==> config.mk <==
export PLATFORM = sky130hd
export DESIGN_NAME = usb_command_decoder
export DESIGN_NICKNAME = d
export VERILOG_FILES = /design/src/rtl/usb_command_decoder.sv
export SDC_FILE = /design/constraint.sdc
export NUM_CORES = 1
export LEC_CHECK = 0
export ABC_CLOCK_PERIOD_IN_PS = 2300
export CAP_MARGIN = 20
export CORE_ASPECT_RATIO = 1.1
export CORE_MARGIN = 4
export CORE_UTILIZATION = 45
export CTS_CLUSTER_DIAMETER = 30
export DETAILED_ROUTE_END_ITERATION = 16
export PLACE_DENSITY = 0.76
export SYNTH_ARGS = -nofsm -noshare
export SYNTH_HDL_FRONTEND = slang
export SYNTH_SLANG_ARGS = --single-unit
==> constraint.sdc <==
create_clock -name Clk -period 2.3 [get_ports Clk]
set_clock_uncertainty 0.15 [all_clocks]
set_input_delay 0.345 -clock Clk [delete_from_list [all_inputs] [get_ports Clk]]
set_output_delay 0.345 -clock Clk [all_outputs]
set_load 0.05 [all_outputs]
==> src/rtl/usb_command_decoder.sv <==
// USB command word decoder: single-word configuration opcodes, two-word limit
// loads with a data timeout, and run control for normal and sweep acquisition.
module usb_command_decoder #(
  parameter logic [15:0] TIMEOUT_CYCLES = 16'd50000
) (
  input  logic        Clk,
  input  logic        reset_n,
  input  logic [15:0] UsbCmdData,
  input  logic        UsbCmdData_en,
  input  logic        SweepTestDone,
  output logic [1:0]  ModeSelect,
  output logic [1:0]  DacSelect,
  output logic [9:0]  StartDac,
  output logic [9:0]  EndDac,
  output logic [15:0] MaxPackageNumber,
  output logic [15:0] CPT_MAX,
  output logic [15:0] CounterMax,
  output logic [5:0]  SingleTestChannel,
  output logic        SingleOr64Channel,
  output logic        CTestOrInput,
  output logic        TrigEffiOrCountEffi,
  output logic        NormalAcqStartStop,
  output logic        SweepTestStartStop,
  output logic        UsbForceMicrorocAcqReset,
  output logic        CmdError,
  output logic [7:0]  ErrorCount
);

  typedef enum logic {
    ST_IDLE,
    ST_WAIT_DATA
  } state_t;

  state_t      r_state, w_state_nxt;
  logic [15:0] r_timeout, w_timeout_nxt;
  logic [1:0]  r_target, w_target_nxt;

  logic [1:0]  r_mode, w_mode_nxt;
  logic [1:0]  r_dac_sel, w_dac_sel_nxt;
  logic [9:0]  r_start_dac, w_start_dac_nxt;
  logic [9:0]  r_end_dac, w_end_dac_nxt;
  logic [15:0] r_max_pkg, w_max_pkg_nxt;
  logic [15:0] r_cpt_max, w_cpt_max_nxt;
  logic [15:0] r_cnt_max, w_cnt_max_nxt;
  logic [5:0]  r_channel, w_channel_nxt;
  logic        r_or64, w_or64_nxt;
  logic        r_ctest, w_ctest_nxt;
  logic        r_trig, w_trig_nxt;
  logic        r_normal, w_normal_nxt;
  logic        r_sweep, w_sweep_nxt;
  logic        r_acq_rst, w_acq_rst_nxt;
  logic        r_err, w_err_nxt;
  logic [7:0]  r_err_cnt, w_err_cnt_nxt;

  logic [3:0]  w_opcode;
  logic [11:0] w_payload;

  assign w_opcode  = UsbCmdData[15:12];
  assign w_payload = UsbCmdData[11:0];

  always_comb begin
    w_state_nxt     = r_state;
    w_timeout_nxt   = r_timeout;
    w_target_nxt    = r_target;
    w_mode_nxt      = r_mode;
    w_dac_sel_nxt   = r_dac_sel;
    w_start_dac_nxt = r_start_dac;
    w_end_dac_nxt   = r_end_dac;
    w_max_pkg_nxt   = r_max_pkg;
    w_cpt_max_nxt   = r_cpt_max;
    w_cnt_max_nxt   = r_cnt_max;
    w_channel_nxt   = r_channel;
    w_or64_nxt      = r_or64;
    w_ctest_nxt     = r_ctest;
    w_trig_nxt      = r_trig;
    w_normal_nxt    = r_normal;
    w_sweep_nxt     = r_sweep;
    w_acq_rst_nxt   = 1'b0;
    w_err_nxt       = 1'b0;

    unique case (r_state)
      ST_IDLE: begin
        if (UsbCmdData_en) begin
          unique case (w_opcode)
            4'h1, 4'h2, 4'h3, 4'h4, 4'h5, 4'h6, 4'h7: begin
              // Configuration is frozen for the whole sweep run.
              if (r_sweep) begin
                w_err_nxt = 1'b1;
              end else begin
                unique case (w_opcode)
                  4'h1: begin
                    w_mode_nxt    = w_payload[1:0];
                    w_dac_sel_nxt = w_payload[3:2];
                  end
                  4'h2: w_start_dac_nxt = w_payload[9:0];
                  4'h3: w_end_dac_nxt   = w_payload[9:0];
                  4'h4: begin
                    w_channel_nxt = w_payload[5:0];
                    w_or64_nxt    = w_payload[6];
                    w_ctest_nxt   = w_payload[7];
                    w_trig_nxt    = w_payload[8];
                  end
                  default: begin
                    w_state_nxt   = ST_WAIT_DATA;
                    w_timeout_nxt = '0;
                    w_target_nxt  = w_opcode[1:0];
                  end
                endcase
              end
            end
            4'hA: begin
              if (w_payload[0] && r_sweep) w_err_nxt = 1'b1;
              if (w_payload[1]) begin
                w_normal_nxt = 1'b0;
              end else if (w_payload[0] && !r_sweep) begin
                w_normal_nxt = 1'b1;
              end
              if (w_payload[2] && !r_sweep) begin
                if (r_start_dac > r_end_dac) w_err_nxt = 1'b1;
                else                         w_sweep_nxt = 1'b1;
              end
              if (w_payload[3]) w_sweep_nxt = 1'b0;
              w_acq_rst_nxt = w_payload[4];
            end
            default: w_err_nxt = 1'b1;
          endcase
        end
      end

      ST_WAIT_DATA: begin
        if (UsbCmdData_en) begin
          unique case (r_target)
            2'd1:    w_max_pkg_nxt = UsbCmdData;
            2'd2:    w_cpt_max_nxt = UsbCmdData;
            default: w_cnt_max_nxt = UsbCmdData;
          endcase
          w_state_nxt   = ST_IDLE;
          w_timeout_nxt = '0;
        end else if (r_timeout == TIMEOUT_CYCLES - 16'd1) begin
          w_state_nxt   = ST_IDLE;
          w_timeout_nxt = '0;
          w_err_nxt     = 1'b1;
        end else begin
          w_timeout_nxt = r_timeout + 16'd1;
        end
      end

      default: w_state_nxt = ST_IDLE;
    endcase

    // Done from the controller overrides any start accepted in the same cycle.
    if (SweepTestDone) w_sweep_nxt = 1'b0;

    w_err_cnt_nxt = r_err_cnt;
    if (w_err_nxt && (r_err_cnt != 8'hFF)) w_err_cnt_nxt = r_err_cnt + 8'd1;
  end

  always_ff @(posedge Clk or negedge reset_n) begin
    if (!reset_n) begin
      r_state     <= ST_IDLE;
      r_timeout   <= '0;
      r_target    <= '0;
      r_mode      <= '0;
      r_dac_sel   <= '0;
      r_start_dac <= '0;
      r_end_dac   <= '1;
      r_max_pkg   <= 16'd1000;
      r_cpt_max   <= 16'd1000;
      r_cnt_max   <= 16'd1000;
      r_channel   <= '0;
      r_or64      <= 1'b0;
      r_ctest     <= 1'b0;
      r_trig      <= 1'b0;
      r_normal    <= 1'b0;
      r_sweep     <= 1'b0;
      r_acq_rst   <= 1'b0;
      r_err       <= 1'b0;
      r_err_cnt   <= '0;
    end else begin
      r_state     <= w_state_nxt;
      r_timeout   <= w_timeout_nxt;
      r_target    <= w_target_nxt;
      r_mode      <= w_mode_nxt;
      r_dac_sel   <= w_dac_sel_nxt;
      r_start_dac <= w_start_dac_nxt;
      r_end_dac   <= w_end_dac_nxt;
      r_max_pkg   <= w_max_pkg_nxt;
      r_cpt_max   <= w_cpt_max_nxt;
      r_cnt_max   <= w_cnt_max_nxt;
      r_channel   <= w_channel_nxt;
      r_or64      <= w_or64_nxt;
      r_ctest     <= w_ctest_nxt;
      r_trig      <= w_trig_nxt;
      r_normal    <= w_normal_nxt;
      r_sweep     <= w_sweep_nxt;
      r_acq_rst   <= w_acq_rst_nxt;
      r_err       <= w_err_nxt;
      r_err_cnt   <= w_err_cnt_nxt;
    end
  end

  assign ModeSelect               = r_mode;
  assign DacSelect                = r_dac_sel;
  assign StartDac                 = r_start_dac;
  assign EndDac                   = r_end_dac;
  assign MaxPackageNumber         = r_max_pkg;
  assign CPT_MAX                  = r_cpt_max;
  assign CounterMax               = r_cnt_max;
  assign SingleTestChannel        = r_channel;
  assign SingleOr64Channel        = r_or64;
  assign CTestOrInput             = r_ctest;
  assign TrigEffiOrCountEffi      = r_trig;
  assign NormalAcqStartStop       = r_normal;
  assign SweepTestStartStop       = r_sweep;
  assign UsbForceMicrorocAcqReset = r_acq_rst;
  assign CmdError                 = r_err;
  assign ErrorCount               = r_err_cnt;

endmodule
==> impl_metrics.ini, run 1 <==
[outcome]
run_status = complete, but fails checks
violations = setup timing

[pwr]
power_density_mw_per_mm2 = 1360
vdd_drop_max_mv = 1.21
power_leakage_nw = 3.12

[sta]
slew_headroom_pct = 58.1
max_freq_ghz = 0.408
setup_viol_count_final = 8
hold_slack_ps = 313
fin_ws_ps = -148
timing.final.crit_share_pct = 106
tightest_slew_ps = 623
hold_viol_final = 0
grt_setup_unrepaired = true
slew_violations = 0
finalSetupTns_ps = -824
period_needed_ps = 2450

[synthesis]
synth.distinct_cells = 44
synth-edff-count = 0
synthCells = 393
yosys_warnings = 0
synthArstFlopShare_pct = 100
ys_ff_latch = 112
synth_ff_type = dfrtp_1
synth_area_per_cell_um2 = 12.7
mappedNetlistArea_mm2 = 0.00498
synth_nets = 427
yosysSeqAreaShare_pct = 57.0

[drt]
drt-initial-drc-count = 134
routed_wl_mm = 12.5
wire_per_inst_um = 17.9
vias_per_cell = 5.24
postRouteAntennaNets = 0
drt_pass1_iterations = 5
drc = 0
num_vias = 3653

[clock_network]
htreeDepth = 3
cts.sinks = 112
cts-root-buf = clkbuf_16
clock_latency_ps = 350
numCtsBuffers = 9
cts_tree = built
path_clk_slew_ps = 80
post_cts_buffers = 0
clockBufferDepth = 2

[critical_path]
critPathRequiredTime_ps = 2390
crit_chain = inv_2 -> ha_4 -> a21o_1 -> a21o_1 -> a221o_1 -> a31oi_4 -> nand2b_4 -> mux2_4
worst_path_largest_cell_delay_ps = 550
reg2reg_from = EndDac[3]
path_max_fanout = 4
r2r_slack_ps = -150
crit_arrival_ps = 2540
r2r_end = ErrorCount[4]
startpoint_type = flop
crit_path_frequent_cell = a21o_1
cp-end-kind = flop
critical_path_class = reg -> reg
slowest_stage = dfstp_2
rr_worst_depth = 8

[finish]
final_common_cell = clkdlybuf4s50_1
final_nets = 579
antennaDiodeCount = 0
finalNonFillerCells = 697
num-fill-cells = 840
final_cell_mix = clkdlybuf4s50_1, dfrtp_1, mux2_2
synthToLayoutAreaGrowth_pct = 40.3
drive_gt1_share_pct = 31.3
postLayoutCellArea_mm2 = 0.00698

[flow_run]
drv_cap = 0

[die]
start_util_pct = 45.8
num_rows = 40
coreArea_mm2 = 0.0109
ioPinCount = 113
die_h_um = 118
dieArea_mm2 = 0.0128
die_w_um = 108

[place]
pre_cts_slack_ps = -206
place_hpwl_mm = 8.78
port_buffers = 112
placed_cells = 680
dpl-instance-area_mm2 = 0.00659
gp_congestion = 0.784

[global_routing]
grt_pass1_vias = 3937
grt_usage_pct = 20.3
grt_pass1_wl_mm = 20.1
grt.overflow.total = 0
antenna_found_initial = 0
grt_max_degree = 69

[worst_hold_path]
hold_class = in -> async
[how the worst max path moves through the flow]
| stage | slack, ps | from | endpoint | depth (start not counted) |
|---|---|---|---|---|
| floorplan | -350 | EndDac[3] | ErrorCount[4] | 8 |
| global placement | -100 | EndDac[3] | ErrorCount[4] | 8 |
| detailed placement | -210 | EndDac[9] | ErrorCount[4] | 8 |
| CTS | -120 | EndDac[3] | ErrorCount[4] | 8 |
| global route | -180 | EndDac[3] | ErrorCount[4] | 8 |
| finish | -150 | EndDac[3] | ErrorCount[4] | 8 |
[cell usage after synthesis (2+ instances only)]
master	number	area [um^2]
dfrtp_1	84	2100
mux2_2	65	732
dfstp_2	28	736
nand2_1	26	97.6
o21ai_0	21	105
mux2_1	18	203
nor2_1	18	67.6
inv_1	17	63.8
ha_1	14	175
nand3_1	13	65.1
and3_1	8	50.1
clkbuf_1	8	30.0
nand2b_1	8	50.1
a31oi_1	6	37.5
o31ai_1	6	45.0
buf_2	5	25.0
nand4_1	4	25.0
nor3_1	4	20.0
xor2_1	4	35.0
a21o_1	3	22.5
a21oi_1	3	15.0
nor4_1	3	18.8
and2_1	2	12.5
nor2b_1	2	12.5
nor3b_1	2	15.0
nor3b_2	2	25.0
o41ai_1	2	17.5
[report_power, final]
group	leakage [nW]	internal (mW)	switching, mW
logic	1.61	1.75	3.04
registers	1.37	2.73	0.405
clock network	0.142	0.832	0.719
[flip-flops by register name, indices dropped and copies added, names as in the netlist, 2 cells and up]
signal,flops
r_target,2
CPT_MAX,16
DacSelect,2
ErrorCount,8
EndDac,10
MaxPackageNumber,16
StartDac,10
SingleTestChannel,6
ModeSelect,2
CounterMax,16
r_timeout,16
[worst max-delay path: cells and delay by family (launching register included)]
| family | cells | cell delay, ps |
|---|---|---|
| AND/OR/NAND/NOR | 1 | 170 |
| AO/OA/AOI/OAI | 4 | 900 |
| flip-flops | 1 | 550 |
| buffers and inverters | 1 | 50 |
| adder cells (fa/ha/maj) | 1 | 230 |
| multiplexers | 1 | 290 |
[stage by stage]
| step | utilization [%] | total power, mW |
|---|---|---|
| 4_1_cts | 64.1 | 9.52 |
| 3_3_place_gp | 60.6 | 7.78 |
| 2_1_floorplan | - | 6.14 |
| 3_5_place_dp | 60.6 | 7.87 |
| 6_report | 64.3 | 9.47 |
| 5_1_grt | 64.3 | 9.89 |
[routing by layer]
layer / vias up / global-route usage [%] / part of all wire [%]
li1: 1704 / - / -
met1: 1856 / 23.9 / 40
met2: 85 / 33.7 / 50
met3: 8 / 9.28 / 8.7
met4: 0 / 5.05 / 1.2
met5: - / 0 / 0
[kinds of logic (layout without fill, tap and decap cells)]
family,count (synthesis),in the layout,share of synthesized area [%]
simple gates,99,99,10.7
mux,84,84,19.1
flops,112,112,57.0
fa+ha+maj,14,14,3.52
xor+xnor,4,4,0.704
compound gates,50,50,6.61
buf+inv,30,187,2.39
[what timing repair did]
item                       in CTS  in global routing
hold endpoints to repair       20                  0
hold buffers                    1                  0
setup endpoints to repair      13                 11
pin swaps                       5                  5
resized for setup              15                  7
[cell type report]
type | count | area, um^2 | area share (%)
inverter | 17 | 63.8 | 0.914
multi-input combinational | 251 | 2130 | 30.5
tap | 147 | 184 | 2.63
timing repair buffer | 154 | 1470 | 21.1
clock buffer | 13 | 270 | 3.87
sequential | 112 | 2840 | 40.7
clock inverter | 3 | 25.0 | 0.358
(Power assumes the default switching activity.)
==> run 2, diff against run 1 <==
--- a/config.mk
+++ b/config.mk
@@ -12,6 +12,7 @@
 export CORE_UTILIZATION = 45
 export CTS_CLUSTER_DIAMETER = 30
 export DETAILED_ROUTE_END_ITERATION = 16
+export GPL_TIMING_DRIVEN = 0
 export PLACE_DENSITY = 0.76
 export SYNTH_ARGS = -nofsm -noshare
 export SYNTH_HDL_FRONTEND = slang
==> impl_metrics.ini, run 2 (same netlist as run 1, synthesis figures left out) <==
[outcome]
run_status = complete, but fails checks
violations = setup timing

[critical_path]
startpoint_type = flop
reg2reg_from = EndDac[7]
worst_path_largest_cell_delay_ps = 540
rr_worst_depth = 9
critPathRequiredTime_ps = 2380
r2r_slack_ps = -230
slowest_stage = dfstp_2
worstSetupStartpoint = EndDac[7]
crit_cells = 9
path_max_fanout = 4
critical_path_class = reg -> reg
crit_family = compound AO/OA/AOI/OAI gates
crit_arrival_ps = 2610
cp-end-kind = flop
crit_chain = inv_1 -> ha_1 -> a21oi_1 -> o211ai_1 -> a221o_1 -> a31oi_4 -> buf_6 -> nor2_4 -> mux2_4
critical_path_buf_inv_count = 2

[sta]
fin_ws_ps = -228
period_needed_ps = 2530
tightest_slew_ps = 680
slew_headroom_pct = 54.7
hold_viol_final = 0
setup_viol_count_final = 8
grt_setup_unrepaired = true
timing.final.crit_share_pct = 110
hold_slack_ps = 187
max_freq_ghz = 0.396
slew_violations = 0

[finish]
final_nets = 552
final_cell_mix = clkdlybuf4s50_1, dfrtp_1, mux2_2
seq_area_mm2 = 0.00284
num-fill-cells = 835
synthToLayoutAreaGrowth_pct = 34.3
multi_input_area_mm2 = 0.00210
drive_gt1_share_pct = 27.0
final_core_util_pct = 61.5
final_common_cell = clkdlybuf4s50_1

[drt]
wire_per_inst_um = 17.3
postRouteAntennaNets = 0
drt_pass1_iterations = 4
drt-initial-drc-count = 154
vias_per_cell = 5.27
num_vias = 3533
drc = 0
routed_wl_mm = 11.6

[global_routing]
grt_max_degree = 62
antenna_found_initial = 1
grt_pass1_wl_mm = 19.3
grt_usage_pct = 19.2
grt_pass1_vias = 3820
grt.overflow.total = 0

[clock_network]
cts.sinks = 112
htreeDepth = 3
cts-root-buf = clkbuf_16
clockBufferDepth = 2
clock_latency_ps = 350
numCtsBuffers = 9
path_clk_slew_ps = 70
cts_tree = built

[place]
gp_congestion = 0.805
port_buffers = 109
place_hpwl_mm = 8.27

[die]
start_util_pct = 45.8
dieArea_mm2 = 0.0128
num_rows = 40
coreArea_mm2 = 0.0109
die_h_um = 118
ioPinCount = 113
die_w_um = 108

[worst_hold_path]
min_from = UsbCmdData[14]
holdPathStages = 3
hold_class = in -> reg

[pwr]
power_leakage_nw = 2.91
power_density_mw_per_mm2 = 1380
vdd_drop_max_mv = 0.984

[flow_run]
drv_cap = 0
## run 2: cell types whose count changed in the layout (fill, tap and decap cells not counted), moves of 3 or more
cell | before | now
buf_4 | 40 | 3
clkdlybuf4s50_1 | 102 | 108
buf_2 | 0 | 5
dlygate4sd2_1 | 5 | 0
clkbuf_1 | 1 | 5
buf_12 | 3 | 0
clkbuf_2 | 0 | 3
clkbuf_8 | 3 | 0
dlymetal6s2s_1 | 3 | 0
## run 2: through the flow
step | worst slack [ps] | power [mW] | instances | instance area (um^2) | setup TNS [ps]
floorplan | -350 | 6.14 | 393 | 5000 | -1680
global placement | -3360 | 7.66 | 649 | 6270 | -344010
detailed placement | -404 | 7.75 | 650 | 6300 | -6820
CTS | -199 | 9.30 | 669 | 6620 | -819
global route | -305 | 9.70 | 671 | 6680 | -1870
finish | -228 | 9.26 | 671 | 6680 | -1160
## run 2: tightest hold or removal path: stages
cell and delay (ps):
buf_2 160, nand2_1 70, o21ai_0 60
## run 2: final cells by class
class	instances	share of cell area [%]
diodes	1	0.0374
plain buffers	13	0.880
clock buffers	9	3.37
clock inverters	7	0.824
inverters	17	0.955
multi-input cells	251	31.5
flip-flops and latches	112	42.5
well taps	147	2.75
repair buffers	114	17.2
## run 2: repair_timing
item | CTS | global route
endpoints found under the setup margin | 8 | 44
endpoints found under the hold margin | 41 | 0
hold buffers | 1 | 0
setup buffers | 2 | 1
pin swaps | 1 | 1
resized for setup | 4 | 15
## run 2: worst paths after layout
path                            endpoint
max                        ErrorCount[1]
min                              r_state
max reg2reg                ErrorCount[1]
min reg2reg                r_timeout[15]
max in group asynchronous  CounterMax[8]
min in group asynchronous    StartDac[5]
## run 2: routing by layer
layer | GRT usage (%) | vias up | routed length [um]
li1 | - | 1656 | -
met1 | 23.4 | 1776 | 4720
met2 | 30.4 | 92 | 5740
met3 | 8.03 | 9 | 1030
met4 | 6.71 | 0 | 125
met5 | 0 | - | 0
## run 2: report_power, final
group	total [mW]	internal (mW)	switching [mW]
sequential	3.13	2.73	0.403
clock	1.47	0.747	0.724
combinational	4.65	1.67	2.99
